--- src/rtl/req_cond_pkg.sv ---
// req_cond_pkg: shared state encoding and defaults for the request conditioner.
// Optional starvation tracking is enabled with REQ_COND_STARVE_EN.
package req_cond_pkg;

    typedef enum logic [1:0] {
        IDLE   = 2'd0,
        PEND   = 2'd1,
        ACTIVE = 2'd2,
        DROP   = 2'd3
    } agent_state_e;

    localparam int NUM_AGENTS       = 4;
    localparam int DEF_CNT_W        = 2;
    localparam int DEF_AGE_W        = 8;
    localparam int DEF_STARVE_LIMIT = 200;

endpackage

--- src/rtl/req_cond_agent.sv ---
// req_cond_agent: one agent's pulse-to-level FSM, request queue and wait age.
// Age counter and starve flag exist only when REQ_COND_STARVE_EN is defined.
module req_cond_agent
    import req_cond_pkg::*;
#(
    parameter int CNT_W = DEF_CNT_W
`ifdef REQ_COND_STARVE_EN
    ,
    parameter int AGE_W        = DEF_AGE_W,
    parameter int STARVE_LIMIT = DEF_STARVE_LIMIT
`endif
) (
    input  logic i_clk,
    input  logic i_rst,
    input  logic i_req_pulse,
    input  logic i_done,
    input  logic i_gnt,
    output logic o_req,
    output logic o_starve,
    output logic o_overflow
);

    localparam logic [CNT_W-1:0] CNT_MAX = '1;
    localparam logic [CNT_W-1:0] CNT_ONE = CNT_W'(1);

    agent_state_e     r_state;
    agent_state_e     w_state_nxt;
    logic [CNT_W-1:0] r_cnt;
    logic [CNT_W-1:0] w_cnt_nxt;
    logic             r_req;
    logic             r_ovf;
    logic             w_full;
    logic             w_dec;
    logic             w_inc;
    logic             w_drop_pulse;

    assign w_full       = (r_cnt == CNT_MAX);
    assign w_dec        = (r_state == PEND) && i_gnt;
    assign w_inc        = i_req_pulse && (!w_full || w_dec);
    assign w_drop_pulse = i_req_pulse && w_full && !w_dec;

    // queue depth: a simultaneous accept and grant leave it unchanged
    always_comb begin
        w_cnt_nxt = r_cnt;
        if (w_inc && !w_dec) begin
            w_cnt_nxt = r_cnt + CNT_ONE;
        end else if (w_dec && !w_inc) begin
            w_cnt_nxt = r_cnt - CNT_ONE;
        end
    end

    // next state; DROP exit looks at the updated depth so a same-cycle pulse is kept
    always_comb begin
        w_state_nxt = r_state;
        unique case (r_state)
            IDLE: begin
                if (w_inc) begin
                    w_state_nxt = PEND;
                end
            end
            PEND: begin
                if (i_gnt) begin
                    w_state_nxt = ACTIVE;
                end
            end
            ACTIVE: begin
                if (i_done) begin
                    w_state_nxt = DROP;
                end
            end
            DROP: begin
                if (!i_gnt) begin
                    w_state_nxt = (w_cnt_nxt != '0) ? PEND : IDLE;
                end
            end
        endcase
    end

    // state, depth, registered req level and sticky overflow
    always_ff @(posedge i_clk) begin
        if (i_rst) begin
            r_state <= IDLE;
            r_cnt   <= '0;
            r_req   <= 1'b0;
            r_ovf   <= 1'b0;
        end else begin
            r_state <= w_state_nxt;
            r_cnt   <= w_cnt_nxt;
            r_req   <= (w_state_nxt == PEND) || (w_state_nxt == ACTIVE);
            r_ovf   <= r_ovf | w_drop_pulse;
        end
    end

    assign o_req      = r_req;
    assign o_overflow = r_ovf;

`ifdef REQ_COND_STARVE_EN
    localparam logic [AGE_W-1:0] AGE_MAX   = '1;
    localparam logic [AGE_W-1:0] AGE_ONE   = AGE_W'(1);
    localparam logic [AGE_W-1:0] AGE_LIMIT = AGE_W'(STARVE_LIMIT);

    logic [AGE_W-1:0] r_age;
    logic [AGE_W-1:0] w_age_nxt;
    logic             r_starve;

    // age runs only while staying in PEND and saturates at its maximum
    always_comb begin
        w_age_nxt = '0;
        if (r_state == PEND && w_state_nxt == PEND) begin
            w_age_nxt = (r_age == AGE_MAX) ? r_age : r_age + AGE_ONE;
        end
    end

    // age register and its registered threshold flag
    always_ff @(posedge i_clk) begin
        if (i_rst) begin
            r_age    <= '0;
            r_starve <= 1'b0;
        end else begin
            r_age    <= w_age_nxt;
            r_starve <= (w_age_nxt >= AGE_LIMIT);
        end
    end

    assign o_starve = r_starve;
`else
    assign o_starve = 1'b0;
`endif

endmodule

--- src/rtl/req_conditioner.sv ---
// req_conditioner: turns per-agent request pulses into held req levels.
// Define REQ_COND_STARVE_EN to build the wait-age counters and starve flags.
module req_conditioner
    import req_cond_pkg::*;
#(
    parameter int CNT_W = DEF_CNT_W
`ifdef REQ_COND_STARVE_EN
    ,
    parameter int AGE_W        = DEF_AGE_W,
    parameter int STARVE_LIMIT = DEF_STARVE_LIMIT
`endif
) (
    input  logic                  clock,
    input  logic                  reset,
    input  logic [NUM_AGENTS-1:0] req_pulse,
    input  logic [NUM_AGENTS-1:0] done,
    input  logic [NUM_AGENTS-1:0] gnt,
    output logic [NUM_AGENTS-1:0] req,
    output logic [NUM_AGENTS-1:0] starve,
    output logic [NUM_AGENTS-1:0] overflow
);

    for (genvar g = 0; g < NUM_AGENTS; g++) begin : g_agent
        req_cond_agent #(
            .CNT_W(CNT_W)
`ifdef REQ_COND_STARVE_EN
            ,
            .AGE_W(AGE_W),
            .STARVE_LIMIT(STARVE_LIMIT)
`endif
        ) u_agent (
            .i_clk      (clock),
            .i_rst      (reset),
            .i_req_pulse(req_pulse[g]),
            .i_done     (done[g]),
            .i_gnt      (gnt[g]),
            .o_req      (req[g]),
            .o_starve   (starve[g]),
            .o_overflow (overflow[g])
        );
    end

endmodule

--- config.mk ---
export PLATFORM = sky130hd
export DESIGN_NAME = req_conditioner
export DESIGN_NICKNAME = d
export VERILOG_FILES = /design/src/rtl/req_cond_pkg.sv /design/src/rtl/req_cond_agent.sv /design/src/rtl/req_conditioner.sv
export SDC_FILE = /design/constraint.sdc
export NUM_CORES = 1
export LEC_CHECK = 0
export ABC_AREA = 1
export CAP_MARGIN = 40
export CORE_ASPECT_RATIO = 1.2
export CORE_MARGIN = 3
export CORE_UTILIZATION = 46
export DETAILED_ROUTE_END_ITERATION = 16
export PLACE_DENSITY = 0.74
export SYNTH_ARGS = -nofsm -noshare
export SYNTH_HDL_FRONTEND = slang
export SYNTH_SLANG_ARGS = --single-unit
--- constraint.sdc ---
create_clock -name clock -period 1.22 [get_ports clock]
set_input_delay 0.244 -clock clock [delete_from_list [all_inputs] [get_ports clock]]
set_output_delay 0.244 -clock clock [all_outputs]
set_load 0.02 [all_outputs]
### After elaboration in Yosys (flattened, before gate mapping)

Index checks and enable logic that the tools add are counted.

* register bits after elaboration: 24
* bits of input ports: 14
* output and inout bits: 12
* word-level logic and storage cells: 136

* add/sub/neg operators: 8
* equality and inequality tests: 24
* multiplexer cells: 32
* bitwise gates (word level): 4
* reductions and logical operators: 52

Operators with widths (count)
* 2-to-1 mux 2 bit: 24
* == test 2 bit, second input constant: 16
* one-hot mux 2 bit (4 select lines): 4
* logical AND 1 bit: 24
* == test 2 x 1 -> 1 bit, second input constant: 8
* zero test 1 bit: 12
* adder 2 x 1 -> 2 bit, second input constant: 4
* zero test 2 bit: 4
* logical OR 1 bit: 8
* nonzero test 2 bit: 4
* subtractor 2 x 1 -> 2 bit, second input constant: 4
* 2-to-1 mux 1 bit: 4
* bitwise OR 1 bit: 4

### Logic depth before layout (Yosys ltp)

* depth after elaboration: 14
* depth in mapped cells: 12
* depth with buffers taken out: 12

### By module

Synthesis repeated with hierarchy kept, for this count alone.

* cell total of the unflattened synthesis: 211
* area, all modules: 1423.9 µm²

By module, submodules not included
* req_cond_agent at g_agent[1].u_agent ...: times used 3, cells an instance 53, area an instance 355.3 µm², sequential area each 120.1 µm²
* req_cond_agent at g_agent[0].u_agent: times used 1, cells an instance 52, area an instance 357.8 µm², sequential area each 120.1 µm²

### Worst setup path before layout

OpenSTA, ideal clock, no wires.

* kind: reg-to-reg
* start: reg g_agent[2].u_agent.r_cnt[0]
* end: reg g_agent[2].u_agent.r_req
* setup time: 0.112 ns
* arrival time: 1.238 ns
* required time: 1.108 ns
* slack: -0.130 ns
* cell stages (with the launch flop): 11
* buffers on the path: 0
* period minus slack after synthesis: 1.350 ns
* cell sequence: dfxtp_1 -> ha_1 -> inv_1 -> nand3_2 -> or2_1 -> nand2_2 -> nand3_2 -> nand2_2 -> nand2_1 -> nand2_1 -> nand2_1

* word-level cells in the longest chain between the ends: 14
* elaborated cells on any way between the ends: 19
* classes of those cells: 2 x add/sub; 3 x eq/ne; 6 x mux; 8 x reduce/logical

RTL lines
* start: declaration: RTL line req_cond_agent.sv:28 `logic [CNT_W-1:0] r_cnt;`
* start signal: assignment: RTL line req_cond_agent.sv:88 `r_cnt <= w_cnt_nxt;`
* == test 2 bit: RTL line req_cond_agent.sv:37 `assign w_full = (r_cnt == CNT_MAX);`
* zero test 1 bit: RTL line req_cond_agent.sv:39 `assign w_inc = i_req_pulse && (!w_full || w_dec);`
* logical OR 1 bit: RTL line req_cond_agent.sv:39
* logical AND 1 bit: RTL line req_cond_agent.sv:39
* zero test 1 bit: RTL line req_cond_agent.sv:47 `end else if (w_dec && !w_inc) begin`
* logical AND 1 bit: RTL line req_cond_agent.sv:47
* 2-to-1 mux 2 bit: RTL line req_cond_agent.sv:47
* 2-to-1 mux 2 bit: RTL line req_cond_agent.sv:45 `if (w_inc && !w_dec) begin`
* nonzero test 2 bit: RTL line req_cond_agent.sv:73 `w_state_nxt = (w_cnt_nxt != '0) ? PEND : IDLE;`
* 2-to-1 mux 1 bit: RTL line req_cond_agent.sv:73
* 2-to-1 mux 2 bit: RTL line req_cond_agent.sv:72 `if (!i_gnt) begin`
* one-hot mux 2 bit (4 select lines) (*): RTL line req_cond_agent.sv:55 `unique case (r_state)`
* == test 2 x 1 -> 1 bit or == test 2 bit (tied branches): RTL line req_cond_agent.sv:89 `r_req <= (w_state_nxt == PEND) || (w_state_nxt == ACTIVE);`
* logical OR 1 bit (*): RTL line req_cond_agent.sv:89
* end signal: assignment: RTL line req_cond_agent.sv:89
* end: declaration: RTL line req_cond_agent.sv:30 `logic r_req;`

Every way passes the cells marked *; elsewhere a longest branch is shown, timed or not.
A chain may end at the register's enable or synchronous reset.

### Worst setup path in the final report

Ends and elaborated chain as after synthesis.

==> impl_metrics.py <==
metrics = {
    "status": {
        "outcome": "complete, but fails checks",
        "failed_checks": "negative setup slack",
    },
    "route": {
        "vias": 1447,
        "routedWlPerCell_um": 12.46,
        "ant_nets": 0,
        "dr.first_iter.drc_count": 68,
        "drc": 0,
        "avgViaCountPerCell": 4.990,
        "finalWirelength_um": 3612,
        "dr.pass1.iters": 4,
    },
    "clock_tree": {
        "cts_tree": "done",
        "cts_sinks": 24,
        "htree_levels": 1,
        "cts_hold_buf": 0,
        "ctsLongestPathBuffers": 2,
        "numCtsBuffers": 3,
        "path_clk_slew_ns": 0.15,
        "root_buffer": "clkbuf_4",
        "clk_latency_ns": 0.33,
    },
    "floorplanning": {
        "fp.coreArea_um2": 2864,
        "row_count": 21,
        "die_w_um": 56.66,
        "die_h_um": 66.79,
        "die-area_um2": 3784,
        "start_util_pct": 49.45,
        "pin_count": 26,
    },
    "sta": {
        "finalMaxSlewViolations": 0,
        "skew_ns": 0.01406,
        "fmax_mhz": 702.7,
        "fin_crit_ns": 1.423,
        "setup_viol": 11,
        "setup_ws_ns": -0.2030,
        "rsz0062_at_grt": "true",
        "hold_viol_final": 0,
        "period_share_pct": 116.6,
    },
    "final_layout": {
        "antenna_cells": 0,
        "stdcell_count": 290,
        "fin_area_um2": 2223,
        "area_growth_pct": 56.98,
        "drive_above_1_share_pct": 52.73,
        "nNetsFinal": 275,
    },
    "place": {
        "port_buffers": 21,
        "dp_hpwl_um": 2147,
        "dp_cells": 274,
        "globalplace.congestion": 0.7851,
        "placed_cell_area_um2": 1862,
    },
    "worst_setup_path": {
        "crit_start": "g_agent[2].u_agent.r_cnt[0]",
        "cp-endpoint": "g_agent[2].u_agent.o_req",
        "endpoint_kind": "register",
        "crit_type": "register to register",
        "r2r_setup_slack_ns": -0.20,
        "worstReg2RegEnd": "g_agent[2].u_agent.o_req",
        "start_kind": "register",
        "arrival_ns": 1.67,
        "path_max_fanout": 3,
        "crit_required_ns": 1.47,
        "rr_startpoint": "g_agent[2].u_agent.r_cnt[0]",
        "rr_worst_depth": 10,
    },
    "logic_synthesis": {
        "ys_ff_latch": 24,
        "yosys_warnings": 0,
        "synth_cell_type_count": 29,
        "avgSynthCellArea_um2": 7.117,
        "synth_area_um2": 1416,
        "ys_seq_area_share_pct": 33.92,
        "synthCells": 199,
    },
    "power": {
        "leakagePower_nw": 1.045,
        "power-per-cell-area_nw_per_um2": 1189,
        "vdd_ir_drop_max_uv": 697.2,
    },
    "grt": {
        "antenna_found_initial": 0,
        "globalRouteOverflowTotal": 0,
        "grt_pass1_wl_um": 5209,
        "grt_max_degree": 20,
        "gr-usage-all-layers_pct": 17.57,
        "grt_pass1_vias": 1322,
    },
    "min_path": {
        "hold_class": "input pin to register",
    },
    "flow_run": {
        "cap_viol_max_count": 0,
    },
}
## per-stage QoR
stage / power (mW) / utilization (%) / TNS [ns] / hold slack, ns / setup slack (ns)
final: 2.643 / 77.63 / -1.037 / 0.3991 / -0.2030
after global routing: 2.802 / 77.63 / -2.031 / 0.4033 / -0.3192
after CTS: 2.499 / 72.08 / -0.4911 / 0.3987 / -0.1327
after detailed placement: 1.808 / 65.01 / -6.496 / 0.4568 / -0.4929
after global placement: 1.789 / 65.01 / -6.039 / 0.4548 / -0.4731
after floorplan: 1.486 / - / -0.1424 / 0.3266 / -0.07493
## where the power goes
part           leakage, nW  internal [mW]  total (mW)  switching [mW]
clock network       0.0279          0.333       0.588           0.255
registers            0.204          0.897       0.978          0.0817
logic                0.814          0.536        1.08           0.541
## synth_stat cells (all sizes together)
cell     count  area [µm²]
ha           4       50.05
nor3         1       5.000
buf         12       90.09
nand2       44       190.2
dfxtp       24       480.5
nand4        3       18.77
a31oi        5       31.28
clkbuf       2       7.510
o2111ai      1       8.760
clkinv       1       3.750
nand3       22       162.7
xnor2        1       16.27
inv         29       108.9
o21ai        3       15.01
or2          2       12.52
conb         1       3.750
o211ai       3       27.52
a21oi        8       40.04
nor2        31       128.9
nand3b       2       15.01
## worst min-delay path by stage
| stage | cells after the start | slack [ns] | start | endpoint |
|---|---|---|---|---|
| 3_5_place_dp | 2 | 0.46 | g_agent[1].u_agent.o_overflow | g_agent[1].u_agent.o_overflow |
| 5_1_grt | 6 | 0.40 | gnt[0] | g_agent[0].u_agent.o_req |
| 6_report | 6 | 0.40 | gnt[0] | g_agent[0].u_agent.o_req |
| 3_3_place_gp | 2 | 0.45 | g_agent[1].u_agent.o_overflow | g_agent[1].u_agent.o_overflow |
| 2_1_floorplan | 1 | 0.33 | reset | g_agent[1].u_agent.r_state[1] |
| 4_1_cts | 3 | 0.40 | req_pulse[2] | g_agent[2].u_agent.o_overflow |
## repair_timing
item / in CTS / in global routing
setup endpoints to repair: 17 / 17
pin swaps: 20 / 21
gates resized for setup: 60 / 41
setup buffers: 6 / 8
## critical path: stages (launching register included)
cell and delay [ns]:
dfxtp_2 0.36, ha_4 0.16, inv_4 0.05, nand3_4 0.10, or2_1 0.23, nand2_2 0.09, nand3_2 0.07, nand2_2 0.11
nand2_1 0.08, nand2_1 0.06, nand2_1 0.04
## flip-flops by register name, indices dropped and copies added, names as in the netlist
name	cells
g_agent.u_agent.o_overflow	4
g_agent.u_agent.o_req	4
g_agent.u_agent.r_cnt	8
g_agent.u_agent.r_state	8
## cell type report
class                      instances  area [µm²]
clock inverter                     1       30.03
timing repair buffer              64       545.5
tap                               34       42.54
fill                             196       640.6
sequential                        24       503.0
clock buffer                       3       22.52
multi-input combinational        134       957.2
inverter                          30       122.6
## cells by family (layout without fill, tap and decap cells)
logic type	count (synthesis)	after routing	synth area share (%)
buffers and inverters	44	98	14.84
AND/OR/NAND/NOR	105	105	37.63
XOR/XNOR	1	1	1.149
AO/OA/AOI/OAI	20	20	8.657
adder cells (fa/ha/maj)	4	4	3.534
flip-flops	24	24	33.92
other	1	4	0.2648
## metal layers
metal	wire length [µm]	global-route usage, %	vias up
li1	-	-	740
met4	67	10.39	0
met5	0	0	-
met1	1402	17.51	665
met3	127	2.713	9
met2	2014	33.82	33
## layout by cell type (no fill, tap or decap), types with 4 or more instances in the layout
cell / count
inv_2: 7
inv_4: 4
nand2_1: 22
nor2_4: 4
dfxtp_2: 15
conb_1: 4
ha_4: 4
inv_1: 18
clkdlybuf4s50_1: 7
nand3_2: 9
dlygate4sd2_1: 5
buf_4: 37
a31oi_1: 5
clkdlybuf4s15_2: 4
dfxtp_1: 8
nand3_4: 6
a21oi_1: 5
nor2_1: 24
buf_6: 5
nand2_2: 17
nand2_4: 5
nand3_1: 7
No activity file was read; power rests on OpenSTA's default activity.
